## src/rtl/subneg_membus_ctrl_if.sv

```systemverilog
// Request/response and external multiplexed-bus signals of the SUBNEG memory sequencer.
// The slave modport is the sequencer side; the master modport is the core/board side.
interface subneg_membus_ctrl_if;
    logic       req_valid;
    logic       req_ready;
    logic       req_we;
    logic [7:0] req_addr;
    logic [7:0] req_wdata;
    logic       rsp_valid;
    logic [7:0] rsp_rdata;
    logic [7:0] bus_in;
    logic [7:0] bus_out;
    logic [7:0] bus_oe;
    logic       le;
    logic       moe;
    logic       mwe;
    logic [3:0] dbg_state;

    // Handshake: a request is taken on a clk edge where req_valid & req_ready;
    // req_* are sampled only then. rsp_valid is a single-cycle completion pulse.
    modport slave (
        input  req_valid, req_we, req_addr, req_wdata, bus_in,
        output req_ready, rsp_valid, rsp_rdata, bus_out, bus_oe, le, moe, mwe, dbg_state
    );

    modport master (
        output req_valid, req_we, req_addr, req_wdata, bus_in,
        input  req_ready, rsp_valid, rsp_rdata, bus_out, bus_oe, le, moe, mwe, dbg_state
    );
endinterface

```

## src/rtl/subneg_membus_ctrl.sv

```systemverilog
// Byte-wide multiplexed external-memory bus sequencer for the SUBNEG core.
// Optional MEMBUS_DISPLAY_EN maps DISPLAY_ADDR onto an internal display register.
module subneg_membus_ctrl #(
    parameter int         SETUP_CYCLES = 1,
    parameter int         READ_WAIT    = 1,
    parameter int         WRITE_PULSE  = 1,
    parameter logic [7:0] DISPLAY_ADDR = 8'd21
) (
    input  logic                 clk,
    input  logic                 rst_n,
    subneg_membus_ctrl_if.slave  mb
`ifdef MEMBUS_DISPLAY_EN
    ,
    output logic [7:0]           display_out
`endif
);

    typedef enum logic [3:0] {
        S_IDLE, S_ADDR, S_HOLD, S_TURN, S_RD, S_WDATA, S_WR, S_RECOV, S_DONE
    } state_t;

    localparam logic [3:0] SETUP_LD = 4'(SETUP_CYCLES - 1);
    localparam logic [3:0] RD_LD    = 4'(READ_WAIT);
    localparam logic [3:0] WR_LD    = 4'(WRITE_PULSE - 1);

`ifdef MEMBUS_DISPLAY_EN
    localparam bit DISPLAY_EN = 1'b1;
`else
    localparam bit DISPLAY_EN = 1'b0;
`endif

    state_t     state_q, state_d;
    logic [3:0] cnt_q;
    logic       we_q;
    logic [7:0] addr_q, wdata_q;
    logic       accept, disp_hit;
    logic [7:0] addr_d, wdata_d;

    logic       le_d, moe_d, mwe_d, rsp_valid_d;
    logic [7:0] bus_out_d, bus_oe_d;

    assign accept       = mb.req_valid && (state_q == S_IDLE);
    assign disp_hit     = DISPLAY_EN && accept && (mb.req_addr == DISPLAY_ADDR);
    assign mb.req_ready = (state_q == S_IDLE);
    assign mb.dbg_state = state_q;

    // State register
    always_ff @(posedge clk or negedge rst_n) begin
        if (!rst_n) state_q <= S_IDLE;
        else        state_q <= state_d;
    end

    // Next-state logic
    always_comb begin
        state_d = state_q;
        case (state_q)
            S_IDLE:  if (accept) state_d = disp_hit ? S_DONE : S_ADDR;
            S_ADDR:  if (cnt_q == 4'd0) state_d = S_HOLD;
            S_HOLD:  state_d = we_q ? S_WDATA : S_TURN;
            S_TURN:  state_d = S_RD;
            S_RD:    if (cnt_q == 4'd0) state_d = S_DONE;
            S_WDATA: state_d = S_WR;
            S_WR:    if (cnt_q == 4'd0) state_d = S_RECOV;
            S_RECOV: state_d = S_DONE;
            S_DONE:  state_d = S_IDLE;
            default: state_d = S_IDLE;
        endcase
    end

    // Outputs are decoded from the next state so every pin comes straight off a flop.
    assign addr_d  = accept ? mb.req_addr  : addr_q;
    assign wdata_d = accept ? mb.req_wdata : wdata_q;

    always_comb begin
        le_d        = 1'b0;
        moe_d       = 1'b0;
        mwe_d       = 1'b0;
        rsp_valid_d = 1'b0;
        bus_out_d   = 8'h00;
        bus_oe_d    = 8'h00;
        case (state_d)
            S_ADDR: begin
                le_d      = 1'b1;
                bus_out_d = addr_d;
                bus_oe_d  = 8'hFF;
            end
            S_HOLD: begin
                bus_out_d = addr_d;
                bus_oe_d  = 8'hFF;
            end
            S_RD:    moe_d = 1'b1;
            S_WDATA, S_RECOV: begin
                bus_out_d = wdata_d;
                bus_oe_d  = 8'hFF;
            end
            S_WR: begin
                mwe_d     = 1'b1;
                bus_out_d = wdata_d;
                bus_oe_d  = 8'hFF;
            end
            S_DONE:  rsp_valid_d = 1'b1;
            default: ;
        endcase
    end

    always_ff @(posedge clk or negedge rst_n) begin
        if (!rst_n) begin
            mb.le        <= 1'b0;
            mb.moe       <= 1'b0;
            mb.mwe       <= 1'b0;
            mb.rsp_valid <= 1'b0;
            mb.bus_out   <= 8'h00;
            mb.bus_oe    <= 8'h00;
        end else begin
            mb.le        <= le_d;
            mb.moe       <= moe_d;
            mb.mwe       <= mwe_d;
            mb.rsp_valid <= rsp_valid_d;
            mb.bus_out   <= bus_out_d;
            mb.bus_oe    <= bus_oe_d;
        end
    end

    // Request latch and phase counter; the counter is loaded on entry to a timed phase.
    always_ff @(posedge clk or negedge rst_n) begin
        if (!rst_n) begin
            we_q    <= 1'b0;
            addr_q  <= 8'h00;
            wdata_q <= 8'h00;
            cnt_q   <= 4'd0;
        end else begin
            if (accept) begin
                we_q    <= mb.req_we;
                addr_q  <= mb.req_addr;
                wdata_q <= mb.req_wdata;
            end
            if (state_d != state_q) begin
                case (state_d)
                    S_ADDR:  cnt_q <= SETUP_LD;
                    S_RD:    cnt_q <= RD_LD;
                    S_WR:    cnt_q <= WR_LD;
                    default: cnt_q <= 4'd0;
                endcase
            end else if (cnt_q != 4'd0) begin
                cnt_q <= cnt_q - 4'd1;
            end
        end
    end

`ifdef MEMBUS_DISPLAY_EN
    always_ff @(posedge clk or negedge rst_n) begin
        if (!rst_n) begin
            display_out  <= 8'h00;
            mb.rsp_rdata <= 8'h00;
        end else begin
            if (disp_hit && mb.req_we)
                display_out <= mb.req_wdata;
            if (disp_hit && !mb.req_we)
                mb.rsp_rdata <= display_out;
            else if (state_q == S_RD && cnt_q == 4'd0)
                mb.rsp_rdata <= mb.bus_in;
        end
    end
`else
    always_ff @(posedge clk or negedge rst_n) begin
        if (!rst_n)
            mb.rsp_rdata <= 8'h00;
        else if (state_q == S_RD && cnt_q == 4'd0)
            mb.rsp_rdata <= mb.bus_in;
    end
`endif

endmodule

```

## src/flat_wrapper.sv

```systemverilog
// flat-port wrapper written by rule: the top's interface ports become plain ports
module subneg_membus_ctrl_flat 
#(
    parameter int         SETUP_CYCLES = 1,
    parameter int         READ_WAIT    = 1,
    parameter int         WRITE_PULSE  = 1,
    parameter logic [7:0] DISPLAY_ADDR = 8'd21
)
  (clk, rst_n, mb_req_valid, mb_req_we, mb_req_addr, mb_req_wdata, mb_bus_in, mb_req_ready, mb_rsp_valid, mb_rsp_rdata, mb_bus_out, mb_bus_oe, mb_le, mb_moe, mb_mwe, mb_dbg_state);
  subneg_membus_ctrl_if mb_i ();
  input  logic clk;
  input  logic rst_n;
  input wire logic [$bits(mb_i.req_valid)-1:0] mb_req_valid;
  input wire logic [$bits(mb_i.req_we)-1:0] mb_req_we;
  input wire logic [$bits(mb_i.req_addr)-1:0] mb_req_addr;
  input wire logic [$bits(mb_i.req_wdata)-1:0] mb_req_wdata;
  input wire logic [$bits(mb_i.bus_in)-1:0] mb_bus_in;
  output wire logic [$bits(mb_i.req_ready)-1:0] mb_req_ready;
  output wire logic [$bits(mb_i.rsp_valid)-1:0] mb_rsp_valid;
  output wire logic [$bits(mb_i.rsp_rdata)-1:0] mb_rsp_rdata;
  output wire logic [$bits(mb_i.bus_out)-1:0] mb_bus_out;
  output wire logic [$bits(mb_i.bus_oe)-1:0] mb_bus_oe;
  output wire logic [$bits(mb_i.le)-1:0] mb_le;
  output wire logic [$bits(mb_i.moe)-1:0] mb_moe;
  output wire logic [$bits(mb_i.mwe)-1:0] mb_mwe;
  output wire logic [$bits(mb_i.dbg_state)-1:0] mb_dbg_state;
  assign mb_i.req_valid = mb_req_valid;
  assign mb_i.req_we = mb_req_we;
  assign mb_i.req_addr = mb_req_addr;
  assign mb_i.req_wdata = mb_req_wdata;
  assign mb_i.bus_in = mb_bus_in;
  assign mb_req_ready = mb_i.req_ready;
  assign mb_rsp_valid = mb_i.rsp_valid;
  assign mb_rsp_rdata = mb_i.rsp_rdata;
  assign mb_bus_out = mb_i.bus_out;
  assign mb_bus_oe = mb_i.bus_oe;
  assign mb_le = mb_i.le;
  assign mb_moe = mb_i.moe;
  assign mb_mwe = mb_i.mwe;
  assign mb_dbg_state = mb_i.dbg_state;
  subneg_membus_ctrl #(.SETUP_CYCLES(SETUP_CYCLES), .READ_WAIT(READ_WAIT), .WRITE_PULSE(WRITE_PULSE), .DISPLAY_ADDR(DISPLAY_ADDR)) u_core (.clk(clk), .rst_n(rst_n), .mb(mb_i));
endmodule
```

## config.mk

```make
export PLATFORM = sky130hd
export DESIGN_NAME = subneg_membus_ctrl_flat
export DESIGN_NICKNAME = d
export VERILOG_FILES = /design/src/rtl/subneg_membus_ctrl_if.sv /design/src/rtl/subneg_membus_ctrl.sv /design/src/flat_wrapper.sv
export SDC_FILE = /design/constraint.sdc
export NUM_CORES = 1
export LEC_CHECK = 0
export CORE_ASPECT_RATIO = 1.25
export CORE_MARGIN = 2
export CORE_UTILIZATION = 35
export DETAILED_ROUTE_END_ITERATION = 6
export SLEW_MARGIN = 20
export SYNTH_ARGS = -nofsm -noshare
export SYNTH_HDL_FRONTEND = slang
export SYNTH_SLANG_ARGS = --single-unit
export TNS_END_PERCENT = 50
```

## constraint.sdc

```tcl
create_clock -name clk -period 1.9 [get_ports clk]
set_input_delay 0.19 -clock clk [delete_from_list [all_inputs] [get_ports clk]]
set_output_delay 0.19 -clock clk [all_outputs]
set_load 0.02 [all_outputs]
```

==> results of run 1 <==
-- cell families (layout without fill, tap and decap cells) --
group           Yosys count  in the layout  synth area share (%)
compound gates           27             27                 9.287
xor+xnor                  1              1                0.4335
fa+ha+maj                 1              1                0.6191
buf+inv                  36             98                 8.668
flops                    46             46                 56.97
mux                      26             26                 13.62
simple gates             29             29                 10.40
-- power by group --
| part | switching [mW] | internal (mW) |
|---|---|---|
| combinational | 1.35 | 1.21 |
| sequential | 0.191 | 1.41 |
| clock | 0.318 | 0.394 |
-- synthesized netlist by cell type, drive strengths merged (3+ instances only) --
cell	instances	area share (%)
buf	13	4.4
o22ai	8	2.5
a21oi	3	0.74
mux2i	17	8.4
nor2	6	1.1
dfrtp	46	57
inv	23	4.3
nor3	4	0.99
nand2	5	1.3
mux2	9	5.2
o21ai	6	1.5
-- path summary, 6_finish.rpt --
path / to
worst max-delay path: u_core.mb.rsp_rdata[5]$_DFFE_PN0P_
worst min-delay path: u_core.wdata_q[5]$_DFF_PN0_
worst max register to register: u_core.mb.rsp_rdata[5]$_DFFE_PN0P_
worst min register to register: u_core.wdata_q[5]$_DFF_PN0_
max in group asynchronous: u_core.mb.dbg_state[0]$_DFF_PN0_
min in group asynchronous: u_core.mb.bus_out[5]$_DFF_PN0_
-- layout make-up --
| type | instances | area (µm²) |
|---|---|---|
| Fill cell | 506 | 2750 |
| Clock buffer | 7 | 76.32 |
| Sequential cell | 46 | 1151 |
| Clock inverter | 1 | 30.03 |
| Tap cell | 64 | 80.08 |
| Timing Repair Buffer | 67 | 649.4 |
| Inverter | 23 | 86.33 |
| Multi-Input combinational cell | 84 | 694.4 |
-- through the flow --
| step | power, mW | util [%] |
|---|---|---|
| finish | 4.878 | 50.16 |
| global route | 5.213 | 50.16 |
| CTS | 4.953 | 50.16 |
| detailed placement | 4.232 | 48.07 |
| global placement | 4.201 | 48.07 |
| floorplan | 3.326 | - |
-- timing repair --
item                       in CTS  in global routing
hold endpoints to repair       46                  0
resized for setup               1                  0
setup endpoints to repair       1                  0
hold buffers                    1                  0
-- registers in the layout, indices dropped and copies added (netlist names), 4 cells and up --
name	count
u_core.mb.rsp_rdata	8
u_core.mb.bus_out	8
u_core.addr_q	8
u_core.cnt_q	4
u_core.wdata_q	8
u_core.mb.dbg_state	4
-- per-layer routing --
| metal | vias to the layer above | wire, µm |
|---|---|---|
| met1 | 680 | 1692 |
| met2 | 36 | 2069 |
| met5 | - | 0 |
| met4 | 0 | 64 |
| li1 | 677 | - |
| met3 | 6 | 210 |
-- cell usage in the layout, fill, tap and decap left out, types with 2 or more instances in the layout --
cell	count
clkbuf_8	5
mux2_2	8
o21ai_0	5
or2_2	2
clkdlybuf4s50_1	58
mux2i_1	17
or3_1	2
inv_1	23
a21o_1	2
nor2_1	6
nor3_1	4
dfrtp_1	46
o22ai_1	8
buf_4	6
nor2b_1	2
nand3_1	2
clkbuf_1	2
a211oi_1	2
a21oi_1	3
nand2_1	4
-- critical path: stages, from the launching register on --
cell and delay, ns:
dfrtp_1 0.38, inv_1 0.09, ha_1 0.22, nor3b_4 0.38, nand4b_4 0.24, mux2_2 0.33
==> impl_metrics.toml, run 1 <==
[status]
status = "finished, final reports clean"

[grt]
grt_pass1_vias = 1428
grt_antenna_before_repair = 0
grt_use_met2_pct = 22.56
use_met1_pct = 15.55
grt_start_max_net_pins = 47
grt_overflow_total = 0
grt_first_pass_wirelength_mm = 6.534
top_usage_layer = "met2"
grtUsageMet3_pct = 5.073
gr-usage-all-layers_pct = 13.34

[routing]
wl_per_cell_um = 13.83
vias_per_cell = 4.791
first_iter_violations = 48
vias = 1399
wl_mm = 4.037
antenna_left = 0
dr.pass1.iters = 4
drc = 0

[finish]
area_growth_pct = 36.97
num_antenna_cells = 0
nNetsFinal = 256
finish.instance_area_mm2 = 0.002768
final_cells = 292
drive_above_1_share_pct = 14.04

[setup_path]
worstPathArrival_ns = 1.94
reg2reg_from = "u_core.cnt_q[0]$_DFFE_PN0P_"
r2r_cells = 5
rrSetupSlack_ns = 0.14
crit_path_start = "u_core.cnt_q[0]$_DFFE_PN0P_"
cp-start-kind = "register"
worstPathMaxFanout = 8
critPathCaptureType = "register"
cp.required_ns = 2.08
worstSetupPathType = "register to register"

[clock_tree]
clk_pin_slew_ns = 0.08
post_cts_buffers = 0
cts_tree = "yes"
cts_buffers = 5
clkSinkCount = 46
cts-root-buf = "clkbuf_8"
cts_buffer_depth = 2
htree_levels = 2
insertion_delay_ns = 0.29

[timing]
slew_viol_final = 0
setup_viol = 0
fmax_ghz = 0.5683
setup_slack_ns = 0.1404
fin_skew_ns = 0.003077
timing_hold_violations_final = 0
finalCriticalPeriod_ns = 1.760
rsz0062_at_grt = "false"
slew_headroom_pct = 50.21
holdWs_ns = 0.4825
worstMarginPinSlew_ns = 0.7418
min_period_over_period_pct = 92.61
setup_tns_ns = 0

[yosys]
ys_async_sr_fraction_pct = 100.0
yosysWarnings = 0
avgSynthCellArea_um2 = 12.17
synth-edff-count = 0
yosysUniqueCellTypes = 36
synth_ff_type = "dfrtp_1"
syn_nets = 195
netlist_instances = 166
seq_area_frac_synth_pct = 56.97
netlist_area_mm2 = 0.002021
ys_seq_elements = 46

[pwr]
power_density_mw_per_mm2 = 1762
leakage_nw = 1.333
peakVddDrop_uv = 735.7

[run]
maxCapViolCount = 0

[placement]
gp_congestion = 0.7282
placed_cells = 283
placed_area_mm2 = 0.002653
dp_hpwl_mm = 2.858
port_buffers = 60
place_ws_ns = 0.1544

[floorplan]
core_area_mm2 = 0.005518
die_h_um = 88.95
dieArea_mm2 = 0.006401
die_w_um = 71.96
num_rows = 30
start_util_pct = 36.62
ios = 61

[worst_hold_path]
min_path_cells = 2
hold_path_class = "register to register"
hold_start = "u_core.wdata_q[5]$_DFF_PN0_"
(Power assumes the default switching activity.)
==> inputs of run 2 (changes only) <==
--- a/config.mk
+++ b/config.mk
@@ -6,9 +6,9 @@
 export NUM_CORES = 1
 export LEC_CHECK = 0
 export CORE_ASPECT_RATIO = 1.25
-export CORE_MARGIN = 2
 export CORE_UTILIZATION = 35
 export DETAILED_ROUTE_END_ITERATION = 6
+export SKIP_CTS_REPAIR_TIMING = 1
 export SLEW_MARGIN = 20
 export SYNTH_ARGS = -nofsm -noshare
 export SYNTH_HDL_FRONTEND = slang
==> run 2 against run 1 <==
Net effect:
- register-to-register slack improved by 0.05 ns
- non-clock buffer count increased by 2
- routed wire length decreased by 0.79%
- worst setup slack improved by 0.015 ns
- power decreased by 2.0%
- core utilization increased by 0.25 points
- largest power group unchanged
- highest routed layer unchanged
==> impl_metrics.toml, run 2 (synthesis gave the netlist of run 1 again) <==
[routing]
first_iter_violations = 53
drc = 0
dr.pass1.iters = 4
antenna_left = 0
vias_per_cell = 4.716
vias = 1377
wl_mm = 4.005
wl_per_cell_um = 13.72

[placement]
dp_hpwl_mm = 2.951
port_buffers = 60
place_ws_ns = 0.1308
gp_congestion = 0.7115

[setup_path]
worstPathArrival_ns = 1.55
r2r_cells = 7
r2r_end = "u_core.cnt_q[0]$_DFFE_PN0P_"
cp.required_ns = 1.71
reg2reg_from = "u_core.cnt_q[0]$_DFFE_PN0P_"
max_stage_delay_ns = 0.63
rrSetupSlack_ns = 0.19
critPathCaptureType = "output pin"
worstPathMaxFanout = 15
critPathSlowestCell = "clkdlybuf4s50_1"
cp-start-kind = "register"
worstSetupPathType = "register to output pin"
critPathTopFamily = "buffers and inverters"
critPathBufInv = 2
crit_chain = "buf_4 -> clkdlybuf4s50_1"

[run]
maxCapViolCount = 0

[finish]
nNetsFinal = 258
area_growth_pct = 36.72
finalCoreUtilization_pct = 50.41
num_antenna_cells = 0
drive_above_1_share_pct = 14.91
final_common_cell = "clkdlybuf4s50_1"
layout_common_cells = "58 x clkdlybuf4s50_1, 46 x dfrtp_1, 23 x inv_1"

[floorplan]
core_area_mm2 = 0.005480
start_util_pct = 36.87
ios = 61
dieArea_mm2 = 0.006083
die_h_um = 86.95
die_w_um = 69.96
num_rows = 30

[timing]
fin_skew_ns = 0.007807
holdWs_ns = 0.3905
slew_viol_final = 0
fmax_ghz = 0.5732
timing_hold_violations_final = 0
finalCriticalPeriod_ns = 1.745
setup_slack_ns = 0.1554
worstMarginPinSlew_ns = 0.7162
setup_viol = 0
setup_tns_ns = 0
rsz0062_at_grt = "false"
min_period_over_period_pct = 91.82
slew_headroom_pct = 51.94

[grt]
grt_first_pass_wirelength_mm = 6.486
grt_start_max_net_pins = 28
grt_overflow_total = 0
gr-usage-all-layers_pct = 13.74
grt_pass1_vias = 1415
grt_antenna_before_repair = 0

[pwr]
power_density_mw_per_mm2 = 1731
leakage_nw = 1.343
peakVddDrop_uv = 649.4

[status]
status = "finished, final reports clean"

[clock_tree]
cts-root-buf = "clkbuf_8"
insertion_delay_ns = 0.29
cts_tree = "yes"
cts_buffer_depth = 2
cts_buffers = 5
clkSinkCount = 46
htree_levels = 2
clk_pin_slew_ns = 0.08

[worst_hold_path]
hold_path_class = "input pin to async pin"
[run 2: through the flow]
stage          std cells  total power [mW]  cell area, µm²
6_report             292             4.782            2763
5_1_grt              292             5.102            2763
4_1_cts              290             4.840            2743
3_5_place_dp         284             4.242            2660
3_3_place_gp         284             4.205            2660
2_1_floorplan        166             3.326            2021
[run 2: how the worst max path moves through the flow]
stage / startpoint / end / slack (ns) / cells past startpoint
finish: u_core.mb.dbg_state[2]$_DFF_PN0_ / mb_dbg_state[2] / 0.16 / 2
global route: u_core.cnt_q[0]$_DFFE_PN0P_ / u_core.cnt_q[0]$_DFFE_PN0P_ / 0.06 / 7
CTS: u_core.mb.dbg_state[0]$_DFF_PN0_ / mb_req_ready / -0.06 / 2
detailed placement: u_core.cnt_q[0]$_DFFE_PN0P_ / u_core.cnt_q[0]$_DFFE_PN0P_ / 0.13 / 6
global placement: u_core.cnt_q[0]$_DFFE_PN0P_ / u_core.mb.rsp_rdata[6]$_DFFE_PN0P_ / 0.15 / 5
floorplan: u_core.mb.dbg_state[0]$_DFF_PN0_ / u_core.we_q$_DFFE_PN0P_ / 0.14 / 4
[run 2: layout make-up]
type                            instances  area (µm²)
Multi-Input combinational cell         84       694.4
Sequential cell                        46        1151
Fill cell                             519        2718
Inverter                               23       86.33
Clock buffer                            6       82.58
Timing Repair Buffer                   69       668.1
Tap cell                               64       80.08
[run 2: metal layers]
layer / GRT usage [%] / vias up / wire length (µm)
met5: 0 / - / 0
met4: 4.000 / 0 / 44
met3: 4.630 / 5 / 200
met2: 24.04 / 32 / 2132
met1: 16.02 / 659 / 1628
li1: - / 681 / -
[run 2: report_power, final]
group	switching (mW)	internal, mW	leakage, nW	total [mW]
logic	1.35	1.24	0.729	2.59
registers	0.198	1.42	0.571	1.61
clock network	0.300	0.281	0.0431	0.581
[run 2: worst min-delay path, stage by stage]
cell and delay, ns:
dlygate4sd3_1 0.52, buf_2 0.10, buf_4 0.25
